## config.mk

```make
export PLATFORM = sky130hd
export DESIGN_NAME = fdu_nchan_flat
export DESIGN_NICKNAME = d
export VERILOG_FILES = /design/src/rtl/fdu_nchan_if.sv /design/src/rtl/fdu_nchan.sv /design/src/flat_wrapper.sv
export SDC_FILE = /design/constraint.sdc
export NUM_CORES = 1
export LEC_CHECK = 0
export ABC_AREA = 1
export CORE_AREA = 3 3 195 197
export CTS_BUF_LIST = sky130_fd_sc_hd__clkbuf_4
export DETAILED_ROUTE_END_ITERATION = 8
export DIE_AREA = 0 0 198 200
export PLACE_DENSITY_LB_ADDON = 0.15
export SYNTH_ARGS = -nofsm -noshare
export SYNTH_HDL_FRONTEND = slang
export SYNTH_SLANG_ARGS = --single-unit
```

## constraint.sdc

```tcl
create_clock -name clk -period 15.7 [get_ports clk]
set_input_delay 3.14 -clock clk [delete_from_list [all_inputs] [get_ports clk]]
set_output_delay 3.14 -clock clk [all_outputs]
set_load 0.02 [all_outputs]
```

## src/rtl/fdu_nchan_if.sv

```systemverilog
// fdu_nchan_if: board-side bundle of the N-channel fault detection unit.
//   master : heartbeat/inject driver side (board, bench)
//   slave  : the fault detection unit
// Signals
//   hb        NCH*HB_W  heartbeat buses, channel i at [i*HB_W +: HB_W]
//   err_sw    NCH       level error inject
//   err_pulse NCH       asynchronous error-inject request (rising edge latches)
//   health    NCH       registered per-channel health
//   prime     NCH       one-hot prime select, all zero = no prime
//   prime_idx IDX_W     index of prime channel, 0 when there is none
//   por       NCH       active-high POR pulse per channel
//   failed    NCH       sticky retries-exhausted flag
//   fsm_state 2         prime FSM state (IDLE 00, STARTUP 01, PRIME 10)
interface fdu_nchan_if #(
  parameter int NCH  = 4,
  parameter int HB_W = 3
);
  localparam int IDX_W = $clog2(NCH);

  logic [NCH*HB_W-1:0] hb;
  logic [NCH-1:0]      err_sw;
  logic [NCH-1:0]      err_pulse;
  logic [NCH-1:0]      health;
  logic [NCH-1:0]      prime;
  logic [IDX_W-1:0]    prime_idx;
  logic [NCH-1:0]      por;
  logic [NCH-1:0]      failed;
  logic [1:0]          fsm_state;

  modport master (
    output hb, err_sw, err_pulse,
    input  health, prime, prime_idx, por, failed, fsm_state
  );

  modport slave (
    input  hb, err_sw, err_pulse,
    output health, prime, prime_idx, por, failed, fsm_state
  );
endinterface

```

## src/rtl/fdu_nchan.sv

```systemverilog
// fdu_nchan: N-channel fault detection unit.
// Watches a heartbeat bus per redundant channel, derives registered health,
// elects one healthy channel as prime and issues a bounded number of POR
// pulses to any channel that drops out. Per-channel error injection freezes a
// channel's heartbeat sample so the fault response can be exercised.
//
// Ports
//   clk    system clock
//   reset  asynchronous, active-high
//   bus    fdu_nchan_if.slave (hb, err_sw, err_pulse in; health, prime,
//          prime_idx, por, failed, fsm_state out). bus parameters must match
//          NCH/HB_W here.
//
// Build option
//   FDU_NCHAN_REVERT_EN  when defined, prime returns to channel 0 after it has
//                        been eligible for REVERT_HOLD consecutive cycles.
//                        Undefined: prime is strictly sticky.

// Per-channel watchdog, inject latch and POR retry sequencer.
module fdu_nchan_ch #(
  parameter int HB_W          = 3,
  parameter int HB_TIMEOUT    = 250000000,
  parameter int POR_CYCLES    = 50000000,
  parameter int POR_MAX_RETRY = 3
) (
  input  logic            clk,
  input  logic            reset,
  input  logic [HB_W-1:0] hb,
  input  logic            err_sw,
  input  logic            err_pulse,
  output logic            health,
  output logic            por,
  output logic            failed
);
  localparam int WD_W  = $clog2(HB_TIMEOUT + 1);
  localparam int POR_W = $clog2(POR_CYCLES + 1);
  localparam int RT_W  = (POR_MAX_RETRY > 0) ? $clog2(POR_MAX_RETRY + 1) : 1;

  logic [2:0]       sync_q, sync_d;
  logic             latch_q, latch_d;
  logic [HB_W-1:0]  hb_s_q, hb_s_d;
  logic [HB_W-1:0]  hb_p_q, hb_p_d;
  logic [WD_W-1:0]  wd_q, wd_d;
  logic             health_q, health_d;
  logic             health_p_q, health_p_d;
  logic [POR_W-1:0] pcnt_q, pcnt_d;
  logic             por_q, por_d;
  logic [RT_W-1:0]  retry_q, retry_d;
  logic             failed_q, failed_d;
  logic             inject;
  logic             fall;

  always_comb begin
    // sync_q[1:0] is the 2-flop synchroniser, sync_q[2] the edge-detect delay.
    sync_d  = {sync_q[1:0], err_pulse};
    latch_d = latch_q | (sync_q[1] & ~sync_q[2]);
    inject  = err_sw | latch_q;

    // An injected channel keeps its last sample, so the watchdog sees silence.
    hb_s_d = inject ? hb_s_q : hb;
    hb_p_d = hb_s_q;

    wd_d     = wd_q;
    health_d = health_q;
    if (hb_s_q != hb_p_q) begin
      wd_d     = '0;
      health_d = 1'b1;
    end else begin
      if (wd_q != WD_W'(HB_TIMEOUT)) wd_d = wd_q + 1'b1;
      if (wd_q == WD_W'(HB_TIMEOUT - 1)) health_d = 1'b0;
    end

    health_p_d = health_q;
    fall       = health_p_q & ~health_q;

    por_d    = por_q;
    pcnt_d   = pcnt_q;
    retry_d  = retry_q;
    failed_d = failed_q;
    if (por_q) begin
      // Falls during an active pulse are ignored: this branch wins.
      if (pcnt_q == POR_W'(POR_CYCLES - 1)) por_d = 1'b0;
      else                                  pcnt_d = pcnt_q + 1'b1;
    end else if (fall && !failed_q) begin
      if (retry_q < RT_W'(POR_MAX_RETRY)) begin
        por_d   = 1'b1;
        pcnt_d  = '0;
        retry_d = retry_q + 1'b1;
      end else begin
        failed_d = 1'b1;
      end
    end
  end

  always_ff @(posedge clk or posedge reset) begin
    if (reset) begin
      sync_q     <= '0;
      latch_q    <= 1'b0;
      hb_s_q     <= '0;
      hb_p_q     <= '0;
      wd_q       <= '0;
      health_q   <= 1'b0;
      health_p_q <= 1'b0;
      pcnt_q     <= '0;
      por_q      <= 1'b0;
      retry_q    <= '0;
      failed_q   <= 1'b0;
    end else begin
      sync_q     <= sync_d;
      latch_q    <= latch_d;
      hb_s_q     <= hb_s_d;
      hb_p_q     <= hb_p_d;
      wd_q       <= wd_d;
      health_q   <= health_d;
      health_p_q <= health_p_d;
      pcnt_q     <= pcnt_d;
      por_q      <= por_d;
      retry_q    <= retry_d;
      failed_q   <= failed_d;
    end
  end

  assign health = health_q;
  assign por    = por_q;
  assign failed = failed_q;
endmodule

module fdu_nchan #(
  parameter int NCH             = 4,
  parameter int HB_W            = 3,
  parameter int HB_TIMEOUT      = 250000000,
  parameter int STARTUP_TIMEOUT = 250000000,
  parameter int POR_CYCLES      = 50000000,
  parameter int POR_MAX_RETRY   = 3,
  parameter int REVERT_HOLD     = 50000000
) (
  input  logic        clk,
  input  logic        reset,
  fdu_nchan_if.slave  bus
);
  localparam int IDX_W = $clog2(NCH);
  localparam int SU_W  = $clog2(STARTUP_TIMEOUT + 1);

  typedef enum logic [1:0] {
    ST_IDLE    = 2'b00,
    ST_STARTUP = 2'b01,
    ST_PRIME   = 2'b10
  } state_e;

  logic [NCH-1:0]   health, por, failed;
  logic [NCH-1:0]   elig, alt_mask;
  logic             low_vld, alt_vld;
  logic [IDX_W-1:0] low_idx, alt_idx;
  logic             su_exp;

  state_e           state_q;
  logic             boot_q;
  logic [IDX_W-1:0] idx_q;
  logic [NCH-1:0]   prime_q;
  logic [SU_W-1:0]  su_q;

  for (genvar i = 0; i < NCH; i++) begin : g_ch
    fdu_nchan_ch #(
      .HB_W          (HB_W),
      .HB_TIMEOUT    (HB_TIMEOUT),
      .POR_CYCLES    (POR_CYCLES),
      .POR_MAX_RETRY (POR_MAX_RETRY)
    ) u_ch (
      .clk       (clk),
      .reset     (reset),
      .hb        (bus.hb[i*HB_W +: HB_W]),
      .err_sw    (bus.err_sw[i]),
      .err_pulse (bus.err_pulse[i]),
      .health    (health[i]),
      .por       (por[i]),
      .failed    (failed[i])
    );
  end

  // A channel in POR is never eligible, even if its heartbeat is back.
  assign elig   = health & ~failed & ~por;
  assign su_exp = (su_q == SU_W'(STARTUP_TIMEOUT));

  // Lowest eligible channel, overall and excluding the current prime.
  always_comb begin
    alt_mask        = elig;
    alt_mask[idx_q] = 1'b0;
    low_vld = 1'b0;
    low_idx = '0;
    alt_vld = 1'b0;
    alt_idx = '0;
    for (int i = NCH - 1; i >= 0; i--) begin
      if (elig[i]) begin
        low_vld = 1'b1;
        low_idx = IDX_W'(i);
      end
      if (alt_mask[i]) begin
        alt_vld = 1'b1;
        alt_idx = IDX_W'(i);
      end
    end
  end

`ifdef FDU_NCHAN_REVERT_EN
  localparam int HOLD_W = $clog2(REVERT_HOLD + 1);
  logic [HOLD_W-1:0] hold_q;
`endif

  // The state register comes out of reset as IDLE so every output reads 0
  // while reset is held; boot_q steers the first edge into STARTUP.
  always_ff @(posedge clk or posedge reset) begin
    if (reset) begin
      state_q <= ST_IDLE;
      boot_q  <= 1'b1;
      idx_q   <= '0;
      prime_q <= '0;
      su_q    <= '0;
`ifdef FDU_NCHAN_REVERT_EN
      hold_q  <= '0;
`endif
    end else begin
      if (!su_exp) su_q <= su_q + 1'b1;
      prime_q <= (state_q == ST_PRIME) ? (NCH'(1) << idx_q) : '0;
`ifdef FDU_NCHAN_REVERT_EN
      hold_q <= '0;
      if (state_q == ST_PRIME && idx_q != '0 && elig[0])
        hold_q <= (hold_q == HOLD_W'(REVERT_HOLD)) ? hold_q : hold_q + 1'b1;
`endif
      case (state_q)
        ST_IDLE: begin
          if (boot_q) begin
            boot_q  <= 1'b0;
            state_q <= ST_STARTUP;
          end else if (low_vld) begin
            state_q <= ST_PRIME;
            idx_q   <= low_idx;
          end
        end
        ST_STARTUP: begin
          // Channel 0 may take prime at once; others wait for the timer.
          if (elig[0]) begin
            state_q <= ST_PRIME;
            idx_q   <= '0;
          end else if (su_exp && low_vld) begin
            state_q <= ST_PRIME;
            idx_q   <= low_idx;
          end
        end
        ST_PRIME: begin
          if (!health[idx_q]) begin
            if (alt_vld) begin
              idx_q <= alt_idx;
            end else begin
              state_q <= ST_IDLE;
              idx_q   <= '0;
            end
          end
`ifdef FDU_NCHAN_REVERT_EN
          else if (idx_q != '0 && elig[0] && hold_q == HOLD_W'(REVERT_HOLD)) begin
            idx_q <= '0;
          end
`endif
        end
        default: begin
          state_q <= ST_IDLE;
          idx_q   <= '0;
        end
      endcase
    end
  end

  assign bus.health    = health;
  assign bus.por       = por;
  assign bus.failed    = failed;
  assign bus.prime     = prime_q;
  assign bus.prime_idx = idx_q;
  assign bus.fsm_state = state_q;
endmodule

```

## src/flat_wrapper.sv

```systemverilog
// flat-port wrapper written by rule: the top's interface ports become plain ports
module fdu_nchan_flat 
#(
  parameter int NCH             = 4,
  parameter int HB_W            = 3,
  parameter int HB_TIMEOUT      = 250000000,
  parameter int STARTUP_TIMEOUT = 250000000,
  parameter int POR_CYCLES      = 50000000,
  parameter int POR_MAX_RETRY   = 3,
  parameter int REVERT_HOLD     = 50000000
)
  (clk, reset, bus_hb, bus_err_sw, bus_err_pulse, bus_health, bus_prime, bus_prime_idx, bus_por, bus_failed, bus_fsm_state);
  fdu_nchan_if #(.NCH(NCH), .HB_W(HB_W)) bus_i ();
  input  logic clk;
  input  logic reset;
  input wire logic [$bits(bus_i.hb)-1:0] bus_hb;
  input wire logic [$bits(bus_i.err_sw)-1:0] bus_err_sw;
  input wire logic [$bits(bus_i.err_pulse)-1:0] bus_err_pulse;
  output wire logic [$bits(bus_i.health)-1:0] bus_health;
  output wire logic [$bits(bus_i.prime)-1:0] bus_prime;
  output wire logic [$bits(bus_i.prime_idx)-1:0] bus_prime_idx;
  output wire logic [$bits(bus_i.por)-1:0] bus_por;
  output wire logic [$bits(bus_i.failed)-1:0] bus_failed;
  output wire logic [$bits(bus_i.fsm_state)-1:0] bus_fsm_state;
  assign bus_i.hb = bus_hb;
  assign bus_i.err_sw = bus_err_sw;
  assign bus_i.err_pulse = bus_err_pulse;
  assign bus_health = bus_i.health;
  assign bus_prime = bus_i.prime;
  assign bus_prime_idx = bus_i.prime_idx;
  assign bus_por = bus_i.por;
  assign bus_failed = bus_i.failed;
  assign bus_fsm_state = bus_i.fsm_state;
  fdu_nchan #(.NCH(NCH), .HB_W(HB_W), .HB_TIMEOUT(HB_TIMEOUT), .STARTUP_TIMEOUT(STARTUP_TIMEOUT), .POR_CYCLES(POR_CYCLES), .POR_MAX_RETRY(POR_MAX_RETRY), .REVERT_HOLD(REVERT_HOLD)) u_core (.clk(clk), .reset(reset), .bus(bus_i));
endmodule
```

==> out/qor_table.md <==
| Result | Reported |
| --- | --- |
| Total count of max-transition violations in the final report | 0 |
| Wire length of the first global-routing pass | 72200 um |
| Worst Path Required | 12560 ps |
| Final routed wire length divided by cell count | 13.66 um |
| FMAX | 186.7 MHz |
| Combined area of all synthesized cells | 18070 sq um |
| CTS clock-pin slew for the worst setup and hold paths | 60 ps |
| Global-route total usage across every layer | 0.2185 |
| Placed Cells | 2908 |
| Clock tree sinks | 317 |
| Most area-consuming cells after synthesis | sky130_fd_sc_hd__dfrtp_1, sky130_fd_sc_hd__nand2_1, sky130_fd_sc_hd__nor2_1 |
| Post-synth ARST share | 1.000 |
| Proportion of synthesized area in mux cells | 0.009968 |
| Most area-hungry cell type in the Yosys netlist | sky130_fd_sc_hd__dfrtp_1 |
| Post-Synth Adder-Cell Area | 0.01246 |
| Vias | 15850 |
| Drt first-iter violations | 1016 |
| Width of the chip | 198 um |
| Yosys synthesis warning count | 0 |
| Buffers plus inverters on the worst setup path | 1 |
| Maximum number of pins on one net before global-route repair | 85 |
| Static Leak | 0.008753 uW |
| Hold_ws | 344.8 ps |
| Number of antenna violations at the first check in global routing | 1 |
| Syn Inst Count | 2440 |
| Pre-antenna DRT Iters | 6 |
| Library cell used as clock root buffer | sky130_fd_sc_hd__clkbuf_4 |
| Skew-Pair Late Insertion Delay | 750 ps |
| Post-DP HPWL | 29820 um |
| Minimum period implied by the final worst setup slack | 5356 ps |
| Area inside the core boundary | 36430 sq um |
| Peak supply drop | 0.07776 mV |
| Largest incremental delay on the critical path | 750 ps |
| Average instance area after synthesis | 7.408 sq um |
| Most used flip-flop cell after synthesis | sky130_fd_sc_hd__dfrtp_1 |
| Layout filler cell count | 3511 |
| Number of buffers added on ports | 41 |
| Critical path's top delay family | flip-flops |
| GR Overflow Total | 0 |
| Synthesized-area fraction occupied by xor and xnor cells | 0.05136 |
| Number of I/O pins | 42 |
| Total wirelength of the detailed-routed design | 41780 um |
| Number of global-route vias before repair | 15220 |
| Accumulated negative setup slack | 0 ps |
| Num CTS Buffers | 87 |
| Number of nets in the layout | 2569 |
| TritonCTS clock tree | done |
| Clock Path Buffers | 3 |
| Remaining antenna violation count after routing | 0 |
| Total number of placement rows | 70 |
| Share of cells above drive strength 1 | 0.08919 |
| Share of Yosys cell area claimed by the top area cell type | 0.4375 |
| Setup fix buffers added after clock tree synthesis | 0 |
| Growth of design area from synthesis to finish | 10.06% |
| Die area | 39600 sq um |
| Placement Setup Slack | 10470 ps |
| Worst min-delay path category | reg2reg |
| Tcrit/Tclk final | 0.3411 |
| Vias per inst | 5.181 |
| Register bit total from synthesis | 317 |
| Gates resized, CTS repair | 0 |
| Worst slew pin tran | 1037 ps |
| Max Cap Violations | 0 |
| Critical path class | reg2out |
| Post-Route Skew | 33.29 ps |
| Worst max-slew margin expressed relative to the limit | 0.3084 |
| Largest family of logic cells by synthesized area | simple AND/OR/NAND/NOR gates |
| Finish-stage setup viols | 0 |
| Most numerous cell in the Yosys netlist | sky130_fd_sc_hd__nand2_1 |
| Minimum setup slack in the final design | 10340 ps |
| Height of the die | 200 um |
| Number of enable flip-flop cells after synthesis | 0 |
| Depth of the CTS H-tree | 3 |
| Count of placed standard cells in the final layout, fillers left out | 3059 |
| Number of distinct library cells after synthesis | 52 |
| Fraction of the yosys area taken by sequential cells | 0.4389 |
| Top cells by instance count after synthesis | sky130_fd_sc_hd__nand2_1, sky130_fd_sc_hd__nor2_1, sky130_fd_sc_hd__dfrtp_1, sky130_fd_sc_hd__inv_1, sky130_fd_sc_hd__nand3_1 |
| Run status | complete, no violations |
| Area fraction in and, or, nand and nor cells after synthesis | 0.3488 |
| Nature of the critical path endpoint | output pin |
| Starting density of the core | 0.4961 |
| Compound-cell area share of the yosys netlist | 0.06299 |
| Cells traversed along the worst timing path | clkdlybuf4s50_1 |
| Synthesized Nets | 2480 |
| Final hold violations | 0 |
| Remaining DRCs | 0 |
| Number of buffers added to fix hold violations after cts | 0 |
| RSZ-0062 raised after global routing | no |
| Startpoint kind of the worst setup timing path | register |
| Slowest CP cell | sky130_fd_sc_hd__dfrtp_1 |
| Placer's final routability congestion estimate | 0.9236 |
| Largest fanout of any net on the critical path | 18 |
| Cell Pwr Density | 93.05 nW/um^2 |
| CP arrival | 2220 ps |
==> area by class of cell <==
| type | count | area (sq um) | share of cell area |
|---|---|---|---|
| diodes | 1 | 2.502 | 0.0001258 |
| clock buffers | 117 | 878.3 | 0.04415 |
| clock inverters | 33 | 182.7 | 0.009183 |
| inverters | 286 | 1085 | 0.05453 |
| multi-input cells | 1791 | 8777 | 0.4412 |
| flip-flops and latches | 317 | 7934 | 0.3988 |
| well taps | 468 | 585.6 | 0.02944 |
| repair buffers | 46 | 447.9 | 0.02252 |
==> power by group <==
group          internal (uW)  switching (uW)  total (uW)
clock                    379             344         723
combinational           76.7             149         225
sequential               858            44.8         902
==> logic make-up (layout without fill, tap and decap cells) <==
| kind of cell | Yosys count | count (layout) |
|---|---|---|
| AO/OA/AOI/OAI | 199 | 199 |
| other | 0 | 1 |
| AND/OR/NAND/NOR | 1452 | 1452 |
| flip-flops | 317 | 317 |
| multiplexers | 16 | 16 |
| XOR/XNOR | 106 | 106 |
| adder cells (fa/ha/maj) | 18 | 18 |
| buffers and inverters | 332 | 482 |
==> worst paths after layout <==
| check | slack (ps) | start | depth (start not counted) | end |
|---|---|---|---|---|
| worst max-delay path | 10340 | u_core.g_ch[2].u_ch.por$_DFF_PP0_ | 1 | bus_por[2] |
| worst min-delay path | 340 | u_core.g_ch[0].u_ch.sync_q[0]$_DFF_PP0_ | 0 | u_core.g_ch[0].u_ch.sync_q[1]$_DFF_PP0_ |
| worst max register to register | 13300 | u_core.g_ch[0].u_ch.hb_p_d[2]$_DFFE_PP0N_ | 4 | u_core.g_ch[0].u_ch.health$_DFFE_PP0P_ |
| worst min register to register | 340 | u_core.g_ch[0].u_ch.sync_q[0]$_DFF_PP0_ | 0 | u_core.g_ch[0].u_ch.sync_q[1]$_DFF_PP0_ |
| max in group asynchronous | 11340 | reset | 3 | u_core.g_ch[0].u_ch.hb_p_d[2]$_DFFE_PP0N_ |
| min in group asynchronous | 2860 | reset | 2 | u_core.g_ch[1].u_ch.pcnt_q[10]$_DFFE_PP0P_ |
==> cells in the final DEF (no fill, tap or decap), types with 3 or more instances in the layout <==
cell type	netlist	final
sky130_fd_sc_hd__a21oi_1	60	60
sky130_fd_sc_hd__nor2_1	380	380
sky130_fd_sc_hd__mux2_2	16	16
sky130_fd_sc_hd__inv_2	5	10
sky130_fd_sc_hd__nand2_1	632	632
sky130_fd_sc_hd__ha_1	18	18
sky130_fd_sc_hd__a31o_2	3	3
sky130_fd_sc_hd__dfrtp_1	316	316
sky130_fd_sc_hd__nor3_1	70	70
sky130_fd_sc_hd__nor4_1	9	9
sky130_fd_sc_hd__o21ai_1	10	10
sky130_fd_sc_hd__nand2_4	8	8
sky130_fd_sc_hd__xor2_1	70	70
sky130_fd_sc_hd__o21ai_2	9	9
sky130_fd_sc_hd__nand4_1	58	58
sky130_fd_sc_hd__nand2_2	13	13
sky130_fd_sc_hd__nor2_2	9	9
sky130_fd_sc_hd__clkdlybuf4s50_1	0	41
sky130_fd_sc_hd__nand3_2	6	6
sky130_fd_sc_hd__nand3b_1	5	5
sky130_fd_sc_hd__o22ai_1	9	9
sky130_fd_sc_hd__inv_1	277	276
sky130_fd_sc_hd__xnor2_1	36	36
sky130_fd_sc_hd__clkbuf_4	0	117
sky130_fd_sc_hd__o21bai_1	6	6
sky130_fd_sc_hd__o21a_1	6	6
sky130_fd_sc_hd__o22ai_2	4	4
sky130_fd_sc_hd__buf_4	15	5
sky130_fd_sc_hd__clkinv_1	2	23
sky130_fd_sc_hd__and3_1	4	4
sky130_fd_sc_hd__clkinv_2	1	6
sky130_fd_sc_hd__or2_2	8	8
sky130_fd_sc_hd__nor3b_1	4	4
sky130_fd_sc_hd__nor2_4	8	8
sky130_fd_sc_hd__nand3_1	229	229
sky130_fd_sc_hd__a31oi_1	4	4
sky130_fd_sc_hd__o21ai_0	84	84
==> worst reg2reg max path, cell delays in order (launching register included) <==
cell and delay, ps:
sky130_fd_sc_hd__dfrtp_1 400, sky130_fd_sc_hd__xnor2_1 340, sky130_fd_sc_hd__nand3_1 480, sky130_fd_sc_hd__inv_1 640, sky130_fd_sc_hd__o21ai_0 340
==> routing by layer <==
metal	vias to the layer above	part of all wire	global-route usage	routed length, um
li1	8057	-	-	-
met1	7353	0.47	0.2961	19620
met2	353	0.46	0.3584	19190
met3	86	0.046	0.04079	1907
met4	0	0.025	0.07077	1057
met5	-	0	0	0
==> metrics by stage <==
| stage | cell area (sq um) | utilization | power, uW |
|---|---|---|---|
| floorplan | 18070 | - | 1072 |
| global placement | 18830 | 0.5168 | 1138 |
| detailed placement | 18830 | 0.5168 | 1145 |
| global route | 19890 | 0.5460 | 1964 |
| finish | 19890 | 0.5460 | 1851 |
| CTS | 19890 | 0.5459 | 1889 |
==> sequential cells by signal (all words and copies together) (netlist names), 8 cells and up <==
register and count:
u_core.g_ch.u_ch.hb_p_d 12, u_core.g_ch.u_ch.sync_q 12, u_core.su_q 28, u_core.g_ch.u_ch.pcnt_q 104, u_core.g_ch.u_ch.wd_q 112, u_core.g_ch.u_ch.hb_p_q 12
u_core.g_ch.u_ch.retry_q 8
Note: power is estimated with default switching activity, not from simulation.
